File: config.mk
export PLATFORM = sky130hd
export DESIGN_NAME = axi_lite_cmd_master
export DESIGN_NICKNAME = d
export VERILOG_FILES = /design/src/rtl/axi_lite_pkg.sv /design/src/rtl/axi_lite_cmd_master.sv
export SDC_FILE = /design/constraint.sdc
export NUM_CORES = 1
export LEC_CHECK = 0
export ABC_AREA = 0
export CELL_PAD_IN_SITES_DETAIL_PLACEMENT = 2
export CELL_PAD_IN_SITES_GLOBAL_PLACEMENT = 2
export CORE_MARGIN = 2
export CORE_UTILIZATION = 18
export DETAILED_ROUTE_END_ITERATION = 8
export GPL_TIMING_DRIVEN = 0
export MAX_ROUTING_LAYER = met4
export PLACE_DENSITY_LB_ADDON = 0.2
export SYNTH_ARGS = -nofsm -noshare
export SYNTH_HDL_FRONTEND = slang
export SYNTH_SLANG_ARGS = --single-unit
File: constraint.sdc
create_clock -name clk -period 1.3 [get_ports clk]
set_input_delay 0.26 -clock clk [delete_from_list [all_inputs] [get_ports clk]]
set_output_delay 0.26 -clock clk [all_outputs]
set_load 0.01 [all_outputs]
File: src/rtl/axi_lite_pkg.sv
// Shared AXI4-Lite definitions: response codes and command-master state encoding.
package axi_lite_pkg;

    localparam logic [1:0] RESP_OKAY   = 2'd0;
    localparam logic [1:0] RESP_EXOKAY = 2'd1;
    localparam logic [1:0] RESP_SLVERR = 2'd2;
    localparam logic [1:0] RESP_DECERR = 2'd3;

    typedef enum logic [2:0] {
        IDLE   = 3'd0,
        WR_REQ = 3'd1,
        WR_RSP = 3'd2,
        RD_REQ = 3'd3,
        RD_RSP = 3'd4,
        DONE   = 3'd5
    } state_e;

endpackage

File: src/rtl/axi_lite_cmd_master.sv
// One-outstanding command-to-AXI4-Lite master with registered AXI and response outputs.
// Optional watchdog enabled by defining AXI_LITE_CMD_MASTER_TIMEOUT_EN.
module axi_lite_cmd_master
    import axi_lite_pkg::*;
#(
    parameter int unsigned ADDR_WIDTH     = 32,
    parameter int unsigned DATA_WIDTH     = 32,
    parameter int unsigned STROBE_WIDTH   = DATA_WIDTH / 8,
    parameter int unsigned TIMEOUT_CYCLES = 1024
) (
    input  logic                    clk,
    input  logic                    rst,
    input  logic                    i_cmd_valid,
    output logic                    o_cmd_ready,
    input  logic                    i_cmd_write,
    input  logic [ADDR_WIDTH-1:0]   i_cmd_addr,
    input  logic [DATA_WIDTH-1:0]   i_cmd_data,
    input  logic [STROBE_WIDTH-1:0] i_cmd_strb,
    output logic                    o_rsp_valid,
    input  logic                    i_rsp_ready,
    output logic [1:0]              o_rsp_resp,
    output logic [DATA_WIDTH-1:0]   o_rsp_data,
    output logic                    o_busy,
    output logic                    o_awvalid,
    output logic [ADDR_WIDTH-1:0]   o_awaddr,
    input  logic                    i_awready,
    output logic                    o_wvalid,
    output logic [DATA_WIDTH-1:0]   o_wdata,
    output logic [STROBE_WIDTH-1:0] o_wstrb,
    input  logic                    i_wready,
    input  logic                    i_bvalid,
    input  logic [1:0]              i_bresp,
    output logic                    o_bready,
    output logic                    o_arvalid,
    output logic [ADDR_WIDTH-1:0]   o_araddr,
    input  logic                    i_arready,
    input  logic                    i_rvalid,
    input  logic [1:0]              i_rresp,
    input  logic [DATA_WIDTH-1:0]   i_rdata,
    output logic                    o_rready
);

    if ((DATA_WIDTH != 32 && DATA_WIDTH != 64) || STROBE_WIDTH != DATA_WIDTH / 8
        || TIMEOUT_CYCLES < 2) begin : g_bad_cfg
        $error("axi_lite_cmd_master: unsupported parameterisation");
    end

    state_e                  state_q;
    logic                    busy_q;
    logic [ADDR_WIDTH-1:0]   addr_q;
    logic [DATA_WIDTH-1:0]   wdata_q;
    logic [STROBE_WIDTH-1:0] wstrb_q;
    logic                    awvalid_q, wvalid_q, bready_q, arvalid_q, rready_q;
    logic                    rsp_valid_q;
    logic [1:0]              rsp_resp_q;
    logic [DATA_WIDTH-1:0]   rsp_data_q;

    logic aw_hs_c, w_hs_c, b_hs_c, ar_hs_c, r_hs_c;
    logic tmo_hit_c;

    assign aw_hs_c = awvalid_q & i_awready;
    assign w_hs_c  = wvalid_q  & i_wready;
    assign b_hs_c  = bready_q  & i_bvalid;
    assign ar_hs_c = arvalid_q & i_arready;
    assign r_hs_c  = rready_q  & i_rvalid;

`ifdef AXI_LITE_CMD_MASTER_TIMEOUT_EN
    localparam int unsigned TMO_W = $clog2(TIMEOUT_CYCLES) + 1;

    logic [TMO_W-1:0] tmo_q;
    logic             waiting_c;
    logic             any_hs_c;

    assign waiting_c = (state_q == WR_REQ) || (state_q == WR_RSP) ||
                       (state_q == RD_REQ) || (state_q == RD_RSP);
    assign any_hs_c  = aw_hs_c | w_hs_c | b_hs_c | ar_hs_c | r_hs_c;
    assign tmo_hit_c = waiting_c && !any_hs_c && (tmo_q == TMO_W'(TIMEOUT_CYCLES - 1));

    // Watchdog: counts idle waiting cycles, restarted by any handshake
    always_ff @(posedge clk) begin
        if (rst || !waiting_c || any_hs_c) begin
            tmo_q <= '0;
        end else begin
            tmo_q <= tmo_q + TMO_W'(1);
        end
    end
`else
    assign tmo_hit_c = 1'b0;
`endif

    always_ff @(posedge clk) begin
        if (rst) begin
            state_q     <= IDLE;
            busy_q      <= 1'b0;
            addr_q      <= '0;
            wdata_q     <= '0;
            wstrb_q     <= '0;
            awvalid_q   <= 1'b0;
            wvalid_q    <= 1'b0;
            bready_q    <= 1'b0;
            arvalid_q   <= 1'b0;
            rready_q    <= 1'b0;
            rsp_valid_q <= 1'b0;
            rsp_resp_q  <= RESP_OKAY;
            rsp_data_q  <= '0;
        end else if (tmo_hit_c) begin
            // Abandon the stalled transaction and report DECERR
            awvalid_q   <= 1'b0;
            wvalid_q    <= 1'b0;
            bready_q    <= 1'b0;
            arvalid_q   <= 1'b0;
            rready_q    <= 1'b0;
            rsp_valid_q <= 1'b1;
            rsp_resp_q  <= RESP_DECERR;
            rsp_data_q  <= '0;
            state_q     <= DONE;
        end else begin
            case (state_q)
                IDLE: begin
                    if (i_cmd_valid) begin
                        addr_q  <= i_cmd_addr;
                        wdata_q <= i_cmd_data;
                        wstrb_q <= i_cmd_strb;
                        busy_q  <= 1'b1;
                        if (i_cmd_write) begin
                            awvalid_q <= 1'b1;
                            wvalid_q  <= 1'b1;
                            state_q   <= WR_REQ;
                        end else begin
                            arvalid_q <= 1'b1;
                            state_q   <= RD_REQ;
                        end
                    end
                end
                WR_REQ: begin
                    if (aw_hs_c) awvalid_q <= 1'b0;
                    if (w_hs_c)  wvalid_q  <= 1'b0;
                    // Both channels finished, either earlier or on this edge
                    if ((!awvalid_q || i_awready) && (!wvalid_q || i_wready)) begin
                        bready_q <= 1'b1;
                        state_q  <= WR_RSP;
                    end
                end
                WR_RSP: begin
                    if (b_hs_c) begin
                        bready_q    <= 1'b0;
                        rsp_resp_q  <= i_bresp;
                        rsp_data_q  <= '0;
                        rsp_valid_q <= 1'b1;
                        state_q     <= DONE;
                    end
                end
                RD_REQ: begin
                    if (ar_hs_c) begin
                        arvalid_q <= 1'b0;
                        rready_q  <= 1'b1;
                        state_q   <= RD_RSP;
                    end
                end
                RD_RSP: begin
                    if (r_hs_c) begin
                        rready_q    <= 1'b0;
                        rsp_resp_q  <= i_rresp;
                        rsp_data_q  <= i_rdata;
                        rsp_valid_q <= 1'b1;
                        state_q     <= DONE;
                    end
                end
                DONE: begin
                    if (i_rsp_ready) begin
                        rsp_valid_q <= 1'b0;
                        busy_q      <= 1'b0;
                        state_q     <= IDLE;
                    end
                end
                default: state_q <= IDLE;
            endcase
        end
    end

    assign o_cmd_ready = (state_q == IDLE);
    assign o_busy      = busy_q;
    assign o_awvalid   = awvalid_q;
    assign o_awaddr    = addr_q;
    assign o_wvalid    = wvalid_q;
    assign o_wdata     = wdata_q;
    assign o_wstrb     = wstrb_q;
    assign o_bready    = bready_q;
    assign o_arvalid   = arvalid_q;
    assign o_araddr    = addr_q;
    assign o_rready    = rready_q;
    assign o_rsp_valid = rsp_valid_q;
    assign o_rsp_resp  = rsp_resp_q;
    assign o_rsp_data  = rsp_data_q;

endmodule

==> impl_metrics.json <==
{
  "worstPathRequired_ps": 1040,
  "max_stage_delay_ps": 330,
  "tns_ps": -23490,
  "num_rows": 57,
  "clkLatencyLatePin_ps": 350,
  "synth_seq_cells": 112,
  "endpoint_kind": "primary output",
  "syn_area_per_cell_um2": 8.55,
  "layout-drive-gt1-share_pct": 50.3,
  "root_buffer": "clkbuf_16",
  "cts.sinks": 112,
  "layout_setup_ws_ps": -295,
  "gr-total-overflow": 0,
  "hold_violations": 0,
  "die_area_um2": 25700,
  "utilization_pct": 40.5,
  "antenna_found_initial": 0,
  "leakagePower_nw": 4.30,
  "grt_use_met1_pct": 17.8,
  "holdWs_ps": 368,
  "drcViolationCount": 0,
  "syn_nets": 629,
  "post-route-period-util_pct": 123,
  "whs_path_depth": 3,
  "synth_cell_types": 33,
  "slew_violations": 0,
  "grtUsageMet3_pct": 3.95,
  "min_to": "state_q[0]",
  "detail-route-antenna-nets": 0,
  "final-setup-viol-count": 112,
  "reg2reg_to": "o_araddr[28]",
  "ir_drop_v": 0.000656,
  "wire_per_inst_um": 18.5,
  "cp_max_fo": 5,
  "rrSetupSlack_ps": -280,
  "cts_hold_buf": 0,
  "final_cells": 1177,
  "wl_um": 21800,
  "violations": "negative setup slack",
  "arrival_ps": 1330,
  "worstPathCellList": "buf_6 > nor3_4 > buf_4 > buf_6",
  "fin_nets": 963,
  "fmax_mhz": 627,
  "synthToLayoutAreaGrowth_pct": 123,
  "drv_cap": 0,
  "core_area_um2": 24200,
  "initial_core_util_pct": 18.2,
  "status": "finished, violations left",
  "rsz0062_at_grt": "true",
  "fin_crit_ps": 1590,
  "die_w_um": 160,
  "insertedDiodeCount": 0,
  "powerDensity_nw_per_um2": 1550,
  "htreeDepth": 3,
  "io_pins": 256,
  "grt_util_met2_pct": 29.2,
  "worstRegToRegCells": 8,
  "r2r-start": "state_q[1]",
  "dr_total_vias": 4965,
  "die_h_um": 160,
  "synth_edf_count": 0,
  "crit_type": "reg2out",
  "grt_start_max_net_pins": 18,
  "cts_buffers": 9,
  "total_power_w": 0.0152,
  "skew_ps": 7.61,
  "cp_slowest_cell": "dfxtp_2",
  "post-dp-hpwl_um": 14200,
  "cp_num_buf_inv": 3,
  "synth_area_um2": 4400,
  "grt_pass1_vias": 5557,
  "cts.clk_slew.worst_paths_ps": 80,
  "worst_pin_slew_ps": 768,
  "synth_seq_area_share_pct": 50.9,
  "place_congestion": 0.736,
  "min_from": "rst",
  "postSynthCellCount": 515,
  "io_buffers": 254,
  "dp_cells": 1093,
  "drt-initial-drc-count": 117,
  "ys.flop_type": "dfxtp_1",
  "crit_top_cell": "buf_6",
  "worstSetupStartpointType": "flip-flop",
  "cpLargestDelayFamily": "buffers and inverters",
  "hold_class": "in2reg",
  "grt.busiest_layer": "met2",
  "gr-usage-all-layers_pct": 16.2,
  "clockBufferDepth": 2,
  "ys_warn_count": 0,
  "async_flop_share_pct": 0,
  "maxSlewHeadroom_pct": 48.8,
  "avgViaCountPerCell": 4.22,
  "cts_tree": "done",
  "grt_pass1_wl_um": 31600,
  "drt_pass1_iterations": 4
}
[sequential cells by signal, indices dropped and copies added (netlist names)]
name	flops
o_araddr	32
o_arvalid	1
o_awvalid	1
o_bready	1
o_busy	1
o_rready	1
o_rsp_data	32
o_rsp_resp	2
o_rsp_valid	1
o_wdata	32
o_wstrb	4
o_wvalid	1
state_q	3
[worst max path at each step]
stage / from / to / slack [ps] / cells past startpoint
floorplan: state_q[1] / o_araddr[11] / -120 / 7
global placement: rst / o_araddr[6] / -610 / 4
detailed placement: rst / o_araddr[7] / -730 / 4
CTS: state_q[2] / o_cmd_ready / -260 / 4
global route: state_q[1] / o_cmd_ready / -350 / 4
finish: state_q[1] / o_cmd_ready / -290 / 4
[synth_stat cells, types with 2 or more instances]
master | n | area [um^2]
nand2_2 | 11 | 68.8
clkbuf_1 | 17 | 63.8
buf_2 | 9 | 45.0
mux2i_1 | 3 | 30.0
and2_1 | 4 | 25.0
o21ai_0 | 5 | 25.0
a22oi_1 | 33 | 248
mux2_2 | 2 | 22.5
nand3_1 | 4 | 20.0
a31oi_1 | 5 | 31.3
a21oi_1 | 63 | 315
a21oi_2 | 10 | 87.6
nor3_1 | 3 | 15.0
buf_6 | 4 | 45.0
inv_1 | 5 | 18.8
buf_4 | 39 | 293
nand2_1 | 133 | 499
dfxtp_1 | 112 | 2240
nor2_1 | 38 | 143
nand2b_1 | 2 | 12.5
[cell usage in the layout, fill, tap and decap left out, drive strengths merged]
| master | Yosys | layout |
|---|---|---|
| clkdlybuf4s15 | 0 | 25 |
| clkbuf | 17 | 35 |
| nor2 | 38 | 38 |
| mux2 | 2 | 2 |
| and4b | 1 | 1 |
| o21ai | 5 | 5 |
| buf | 53 | 150 |
| nor3 | 4 | 4 |
| a311oi | 1 | 1 |
| o2111ai | 1 | 1 |
| bufinv | 0 | 2 |
| and2 | 4 | 4 |
| o221ai | 1 | 1 |
| dlymetal6s2s | 0 | 1 |
| clkinvlp | 0 | 4 |
| inv | 6 | 5 |
| dlygate4sd2 | 0 | 81 |
| a22o | 1 | 1 |
| a22oi | 34 | 34 |
| dfxtp | 112 | 112 |
| nand2 | 144 | 144 |
| a31o | 1 | 1 |
| a221oi | 1 | 1 |
| a21oi | 73 | 73 |
| a31oi | 5 | 5 |
| nand3 | 4 | 4 |
| nor3b | 1 | 1 |
| mux2i | 3 | 3 |
| clkdlybuf4s50 | 0 | 111 |
| a211oi | 1 | 1 |
| nand2b | 2 | 2 |
[report_power, final]
group | total, W | switching, W | internal, W
Clock | 0.00303 | 0.00134 | 0.00168
Sequential | 0.00437 | 0.000399 | 0.00397
Combinational | 0.00780 | 0.00370 | 0.00411
Total | 0.0152 | 0.00544 | 0.00976
[through the flow]
stage	instance area (um^2)	setup WS, ps
2_1_floorplan	4460	-116
3_5_place_dp	7410	-728
3_3_place_gp	7410	-615
5_1_grt	9800	-354
6_report	9800	-295
4_1_cts	8850	-259
[worst reg2reg max path, stage by stage, from the launching register on]
cell and delay, ps:
dfxtp_2 330, buf_6 130, nor3_4 260, and2_4 250, buf_8 140, buf_12 110, buf_12 120, nand2_4 50
a21oi_2 120
[layout make-up]
| type | instances | area (um^2) |
|---|---|---|
| well taps | 324 | 405 |
| inverters | 6 | 26.3 |
| plain buffers | 63 | 658 |
| repair buffers | 330 | 3430 |
| clock inverters | 5 | 82.6 |
| flip-flops and latches | 112 | 2300 |
| fillers | 2525 | 14400 |
| multi-input cells | 327 | 2680 |
| clock buffers | 10 | 229 |
[logic make-up (layout without fill, tap and decap cells)]
kind of cell | count (synthesis) | count (layout) | share of synthesized area [%]
AND/OR/NAND/NOR | 198 | 198 | 18.8
AO/OA/AOI/OAI | 124 | 124 | 18.3
flip-flops | 112 | 112 | 50.9
buffers and inverters | 76 | 414 | 10.7
multiplexers | 5 | 5 | 1.19
[metal layers]
metal / share of wire [%] / routed length, um / up-vias
met1: 39 / 8490 / 2452
met5: 0 / 0 / -
met3: 5.6 / 1230 / 11
li1: - / - / 2350
met2: 54 / 11900 / 152
met4: 1.1 / 234 / 0
[timing repair]
| item | in CTS | in global routing |
|---|---|---|
| resized for setup | 467 | 238 |
| cloned | 6 | 9 |
| pin swaps | 27 | 125 |
| endpoints found under the hold margin | 0 | 0 |
| setup endpoints to repair | 251 | 147 |
| setup buffers | 51 | 15 |
No activity file was read; power rests on OpenSTA's default activity.
